## config.mk

```make
export PLATFORM = sky130hd
export DESIGN_NAME = delay_line_prog_iq
export DESIGN_NICKNAME = d
export VERILOG_FILES = /design/src/rtl/bf_pkg.sv /design/src/rtl/dly_ring_ch.sv /design/src/rtl/delay_line_prog_iq.sv
export SDC_FILE = /design/constraint.sdc
export NUM_CORES = 2
export LEC_CHECK = 0
export CAP_MARGIN = 10
export CORE_UTILIZATION = 60
export DETAILED_ROUTE_END_ITERATION = 10
export PLACE_DENSITY = 0.75
export SLEW_MARGIN = 0
export SYNTH_ARGS = -nofsm -noshare
export SYNTH_HDL_FRONTEND = slang
export SYNTH_SLANG_ARGS = --single-unit
```

## constraint.sdc

```tcl
create_clock -name clk -period 12.85 [get_ports clk]
set_clock_uncertainty 0.05 [all_clocks]
set_input_delay 3.2125 -clock clk [delete_from_list [all_inputs] [get_ports clk]]
set_output_delay 3.2125 -clock clk [all_outputs]
set_load 0.01 [all_outputs]
```

## src/rtl/bf_pkg.sv

```systemverilog
// Beamformer shared definitions: sample width, default channel/delay sizing,
// packed {I,Q} sample type and the channel-slice helper macro.
package bf_pkg;
  localparam int BF_W         = 18;
  localparam int BF_NCH       = 4;
  localparam int BF_MAX_DELAY = 15;

  typedef struct packed {
    logic signed [BF_W-1:0] i;
    logic signed [BF_W-1:0] q;
  } iq_t;
endpackage

`ifndef BF_CH_SLICE
`define BF_CH_SLICE(c, w) ((c)*(w)) +: (w)
`endif

```

## src/rtl/dly_ring_ch.sv

```systemverilog
// One channel of the programmable delay line: {I,Q} ring RAM, d=0 bypass,
// zero-fill gating while history is short, and the output register.
module dly_ring_ch
  import bf_pkg::*;
#(
  parameter int W         = BF_W,
  parameter int MAX_DELAY = BF_MAX_DELAY,
  parameter int AW        = $clog2(MAX_DELAY + 1)
) (
  input  logic          clk,
  input  logic          rst_n,
  input  logic          in_valid,
  input  logic [AW-1:0] wr_ptr,
  input  logic [AW-1:0] delay,
  input  logic [AW-1:0] fill_cnt,
  input  logic [W-1:0]  din_i,
  input  logic [W-1:0]  din_q,
  output logic [W-1:0]  dout_i,
  output logic [W-1:0]  dout_q
);
  // Modulo arithmetic in AW bits is exact whether or not the depth is a power of 2.
  localparam logic [AW-1:0] DEPTH_L = AW'(MAX_DELAY + 1);

  logic [2*W-1:0] ram [MAX_DELAY+1];
  logic [AW-1:0]  rd_addr;
  logic [2*W-1:0] rd_data;
  logic [2*W-1:0] data_d;
  logic [2*W-1:0] data_q;

  assign rd_addr = (wr_ptr >= delay) ? (wr_ptr - delay)
                                     : AW'(wr_ptr + DEPTH_L - delay);

  always_ff @(posedge clk) begin
    if (in_valid) ram[wr_ptr] <= {din_i, din_q};
  end

  assign rd_data = ram[rd_addr];

  always_comb begin
    data_d = rd_data;
    if (delay == '0)            data_d = {din_i, din_q};
    else if (delay > fill_cnt)  data_d = '0;
  end

  always_ff @(posedge clk or negedge rst_n) begin
    if (!rst_n)        data_q <= '0;
    else if (in_valid) data_q <= data_d;
  end

  assign dout_i = data_q[2*W-1:W];
  assign dout_q = data_q[W-1:0];
endmodule

```

## src/rtl/delay_line_prog_iq.sv

```systemverilog
// Multi-channel I/Q delay line with a run-time programmable per-channel delay
// counted in in_valid strobes; shared write pointer and fill counter.
module delay_line_prog_iq
  import bf_pkg::*;
#(
  parameter int W         = BF_W,
  parameter int NCH       = BF_NCH,
  parameter int MAX_DELAY = BF_MAX_DELAY,
  localparam int DW       = $clog2(MAX_DELAY + 1),
  localparam int CW       = (NCH > 1) ? $clog2(NCH) : 1
) (
  input  logic           clk,
  input  logic           rst_n,
  input  logic           in_valid,
  input  logic [NCH*W-1:0] din_i,
  input  logic [NCH*W-1:0] din_q,
  input  logic           cfg_we,
  input  logic [CW-1:0]  cfg_ch,
  input  logic [DW:0]    cfg_delay,
  output logic           cfg_err,
  output logic           out_valid,
  output logic [NCH*W-1:0] dout_i,
  output logic [NCH*W-1:0] dout_q
);
  localparam logic [DW:0] MAX_L = (DW+1)'(MAX_DELAY);
  localparam logic [CW:0] NCH_L = (CW+1)'(NCH);

  logic [DW-1:0] wr_ptr_q;
  logic [DW-1:0] fill_cnt_q;
  logic          out_valid_q;
  logic          cfg_err_q;
  logic          ch_ok;
  logic          delay_ok;
  logic [DW-1:0] cfg_delay_sat;

  assign ch_ok         = {1'b0, cfg_ch} < NCH_L;
  assign delay_ok      = cfg_delay <= MAX_L;
  assign cfg_delay_sat = delay_ok ? cfg_delay[DW-1:0] : MAX_L[DW-1:0];

  always_ff @(posedge clk or negedge rst_n) begin
    if (!rst_n) begin
      wr_ptr_q    <= '0;
      fill_cnt_q  <= '0;
      out_valid_q <= 1'b0;
      cfg_err_q   <= 1'b0;
    end else begin
      out_valid_q <= in_valid;
      cfg_err_q   <= cfg_we && !(ch_ok && delay_ok);
      if (in_valid) begin
        wr_ptr_q <= (wr_ptr_q == MAX_L[DW-1:0]) ? '0 : wr_ptr_q + 1'b1;
        if (fill_cnt_q != MAX_L[DW-1:0]) fill_cnt_q <= fill_cnt_q + 1'b1;
      end
    end
  end

  assign out_valid = out_valid_q;
  assign cfg_err   = cfg_err_q;

  for (genvar gi = 0; gi < NCH; gi++) begin : g_ch
    logic [DW-1:0] delay_q;

    // A same-cycle strobe sees the old delay because the ring reads delay_q.
    always_ff @(posedge clk or negedge rst_n) begin
      if (!rst_n)
        delay_q <= '0;
      else if (cfg_we && ch_ok && (cfg_ch == CW'(gi)))
        delay_q <= cfg_delay_sat;
    end

    dly_ring_ch #(
      .W         (W),
      .MAX_DELAY (MAX_DELAY),
      .AW        (DW)
    ) u_ring (
      .clk      (clk),
      .rst_n    (rst_n),
      .in_valid (in_valid),
      .wr_ptr   (wr_ptr_q),
      .delay    (delay_q),
      .fill_cnt (fill_cnt_q),
      .din_i    (din_i[`BF_CH_SLICE(gi, W)]),
      .din_q    (din_q[`BF_CH_SLICE(gi, W)]),
      .dout_i   (dout_i[`BF_CH_SLICE(gi, W)]),
      .dout_q   (dout_q[`BF_CH_SLICE(gi, W)])
    );
  end
endmodule

```

==> impl_results.md <==
- Status: finished clean
- Hold Startpoint: g_ch[1].u_ring.data_q[24]
- Total GRT Usage: 27.7%
- Yosys reg bits: 2474
- TritonCTS clock tree: yes
- Highest routed layer: met5
- Synth Cell Area: 96100 µm²
- Max FO, Critical Path: 91
- CTS sink cnt: 2474
- Final Hold Fails: 0
- Final setup TNS: 0 ps
- IO Port Bufs: 300
- Post-CTS sizing: 0
- Worst IR Drop VDD: 0.000315 V
- Root buf cell: clkbuf_16
- Gr ovfl total: 0
- Tightest slew margin relative to the limit: 15.3%
- Vias in the first global route: between 40000 and 50000
- First-pass GRT wire length: ~330000 µm
- Final Util: 68.9%
- Skew-Pair Late Insertion Delay: 870 ps
- Number of synthesized flops with an enable pin: between 2000 and 2500
- Post-DRT Antenna Nets: 0
- HP Class: reg2reg
- IO Count: 301
- Setup WS post-layout: 6520 ps
- Starting Density: 60.5%
- Die Height: 402 µm
- Synth Instances: 4404
- Detail Placement HPWL: between 100000 and 150000 µm
- Period utilization: 49.2%
- Initial antenna violation count: 18
- CTS Buf Count: 231
- Crit path time final: 6330 ps
- CTS H-Tree Depth: 4
- Ys async rst share: 6.87%
- Residual DRC: 0
- Reg2Reg Setup Slack: 7360 ps
- Reg2reg end: g_ch[2].u_ring.data_q[13]
- GPL Wtd Cong: 0.751
- FMAX: approximately 160 MHz
- Yosys warnings: 0
- Dpl ws: 5670 ps
- CTS Hold Bufs: 0
- Clock Pin Slew Worst Setup and Hold Paths: 60 ps
- Clk buf depth: 3
- 1st-pass router iterations: 5
- Vias: 47495
- Seq/Total Area, Yosys: roughly 76%
- M1 WL: 85900 µm
- Layout area overhead: 13.9%
- Crit path required time: 13280 ps
- Hold endpoint: g_ch[1].u_ring.data_q[24]
- Die Footprint: 162000 µm²
- Worst setup path start: in_valid
- Reg-to-Reg Start: wr_ptr_q[0]
- Num rows: roughly 150
- Wire per inst: 31.4 µm
- Vias per cell: 6.75
- Dominant register cell in the synthesized netlist: edfxtp_1
- Syn Area/Cell: approximately 22 µm²
- Hold Crit Depth: 2
- Crit start category: input port
- PD cells: ~240 nW/µm²
- Largest net degree at the start of global routing: about 150
- Total setup buffers inserted after CTS: 0
- Worst R2R Path Depth: 10
- Finished Cell Area: 109000 µm²
- Mapped Nets: 4596
- Crit path capture type: flip-flop
- Met2 WL: 110000 µm
- Die Wd: slightly above 400 µm
- Fraction of layout cells with a size suffix above 1: 22.7%
- Final Setup Violations: 0
- Core ar.: 159000 µm²
- Max Slew Vio Count: 0
- Crit path DAT: 6750 ps
- Initial DRC Count: between 5000 and 6000
- DRT Wirelength: 221000 µm
- LEAKAGE: 34.8 nW
- RSZ-0062 raised after global routing: false
- Kind of critical path: in2reg
- Final-stage net count: about 4900
- DP Area: 101000 µm²
- Slew at the pin closest to its max-slew limit: 1270 ps
- Count of maximum capacitance violations: 0
- Met3 routed WL: 19100 µm
- Fin Hold WS: between 400 and 500 ps
- Yosys cell types: 50
-- logic make-up (layout without fill, tap and decap cells) --
group                      count (synthesis)  in the layout  share of synthesized area (%)
muxes                                    649            649                           14.3
xor gates and xnor gates                  15             15                          0.168
and+or+nand+nor                          335            335                           2.07
DFF                                     2474           2474                           76.4
AOI/OAI and AO/OA                        588            588                           5.05
other                                      0             10                              0
buffers and inverters                    306            857                           1.53
adders and majority gates                 37             37                          0.513
-- report_power, final --
group          internal (mW)  leakage (nW)  switching [mW]
Clock                   4.06          3.86            2.97
Combinational           3.80          8.07            4.97
Sequential              9.69          22.9           0.412
Total                   17.5          34.8            8.36
-- how the worst max path moves through the flow --
stage	cells after the start	slack [ps]	end
after global placement	6	5780	g_ch[1].u_ring.ram[9][27]
after floorplan	6	4750	g_ch[0].u_ring.ram[0][0]
final	6	6520	g_ch[2].u_ring.ram[9][26]
after detailed placement	6	5670	g_ch[1].u_ring.ram[9][26]
after global routing	6	6470	g_ch[2].u_ring.ram[9][19]
after CTS	6	6640	g_ch[1].u_ring.ram[9][30]
-- metrics by stage --
step / power [mW] / instances
finish: 25.9 / 7037
global placement: 18.8 / 6588
detailed placement: 19.0 / 6590
floorplan: 16.2 / 4404
CTS: 26.1 / 7027
global route: 26.9 / 7037
-- flip-flops by register name (all words and copies together), names as in the netlist --
| name | flops |
|---|---|
| cfg_err | 1 |
| g_ch.u_ring.ram | 2304 |
| out_valid | 1 |
| wr_ptr_q | 4 |
| g_ch.u_ring.data_q | 144 |
| g_ch.delay_q | 16 |
| fill_cnt_q | 4 |
-- worst max-delay path, stage by stage --
cell	delay, ps
buf_2	140
inv_8	170
nor2_1	380
and3_4	650
buf_4	870
buf_4	970
-- synth_stat cells (4+ instances only) --
master | instances | area (µm²)
edfxtp_1 | 2304 | 69200
ha_1 | 33 | 413
a221oi_1 | 108 | 946
o22ai_1 | 6 | 37.5
buf_2 | 93 | 465
a2111oi_2 | 44 | 661
xor2_2 | 4 | 65.1
a2111oi_1 | 26 | 260
buf_1 | 10 | 37.5
o21ai_0 | 18 | 90.1
a21oi_1 | 50 | 250
a22oi_1 | 108 | 811
nand3_1 | 13 | 65.1
fa_1 | 4 | 80.1
and3_1 | 8 | 50.1
nor2_1 | 12 | 45.0
o31ai_1 | 143 | 1070
o22a_1 | 36 | 315
and2_1 | 11 | 68.8
xor2_1 | 5 | 43.8
buf_6 | 23 | 259
nand2_1 | 19 | 71.3
buf_4 | 8 | 60.1
nor2b_1 | 220 | 1380
dfrtp_1 | 170 | 4250
xnor2_1 | 6 | 52.6
clkbuf_1 | 138 | 518
nor3_1 | 38 | 190
inv_1 | 30 | 113
a2111oi_0 | 38 | 333
mux4_2 | 576 | 13000
mux2i_1 | 72 | 721
-- routing by layer --
metal / up-vias / GRT usage, %
met5: - / 0
met4: 8 / 8.89
met3: 351 / 5.02
met2: 2410 / 44.6
met1: 25226 / 39.1
li1: 19500 / -
-- layout make-up --
class / instances / area, µm²
fill: 9413 / 49300
multi-input combinational: 1624 / 21600
clock inverter: 147 / 1730
inverter: 31 / 124
tap: 2072 / 2590
sequential: 2474 / 73400
timing repair buffer: 389 / 3780
antenna: 10 / 25.0
clock buffer: 290 / 6200
-- cell usage in the layout (no fill, tap or decap), types with 81 or more instances in the layout --
master | synthesis | routed
a221oi_1 | 108 | 108
a22oi_1 | 108 | 108
buf_4 | 8 | 81
clkbuf_16 | 0 | 231
clkdlybuf4s50_1 | 0 | 298
dfrtp_1 | 170 | 170
edfxtp_1 | 2304 | 2304
mux4_2 | 576 | 576
nor2b_1 | 220 | 220
o31ai_1 | 143 | 143
Note: power is estimated with default switching activity, not from simulation.
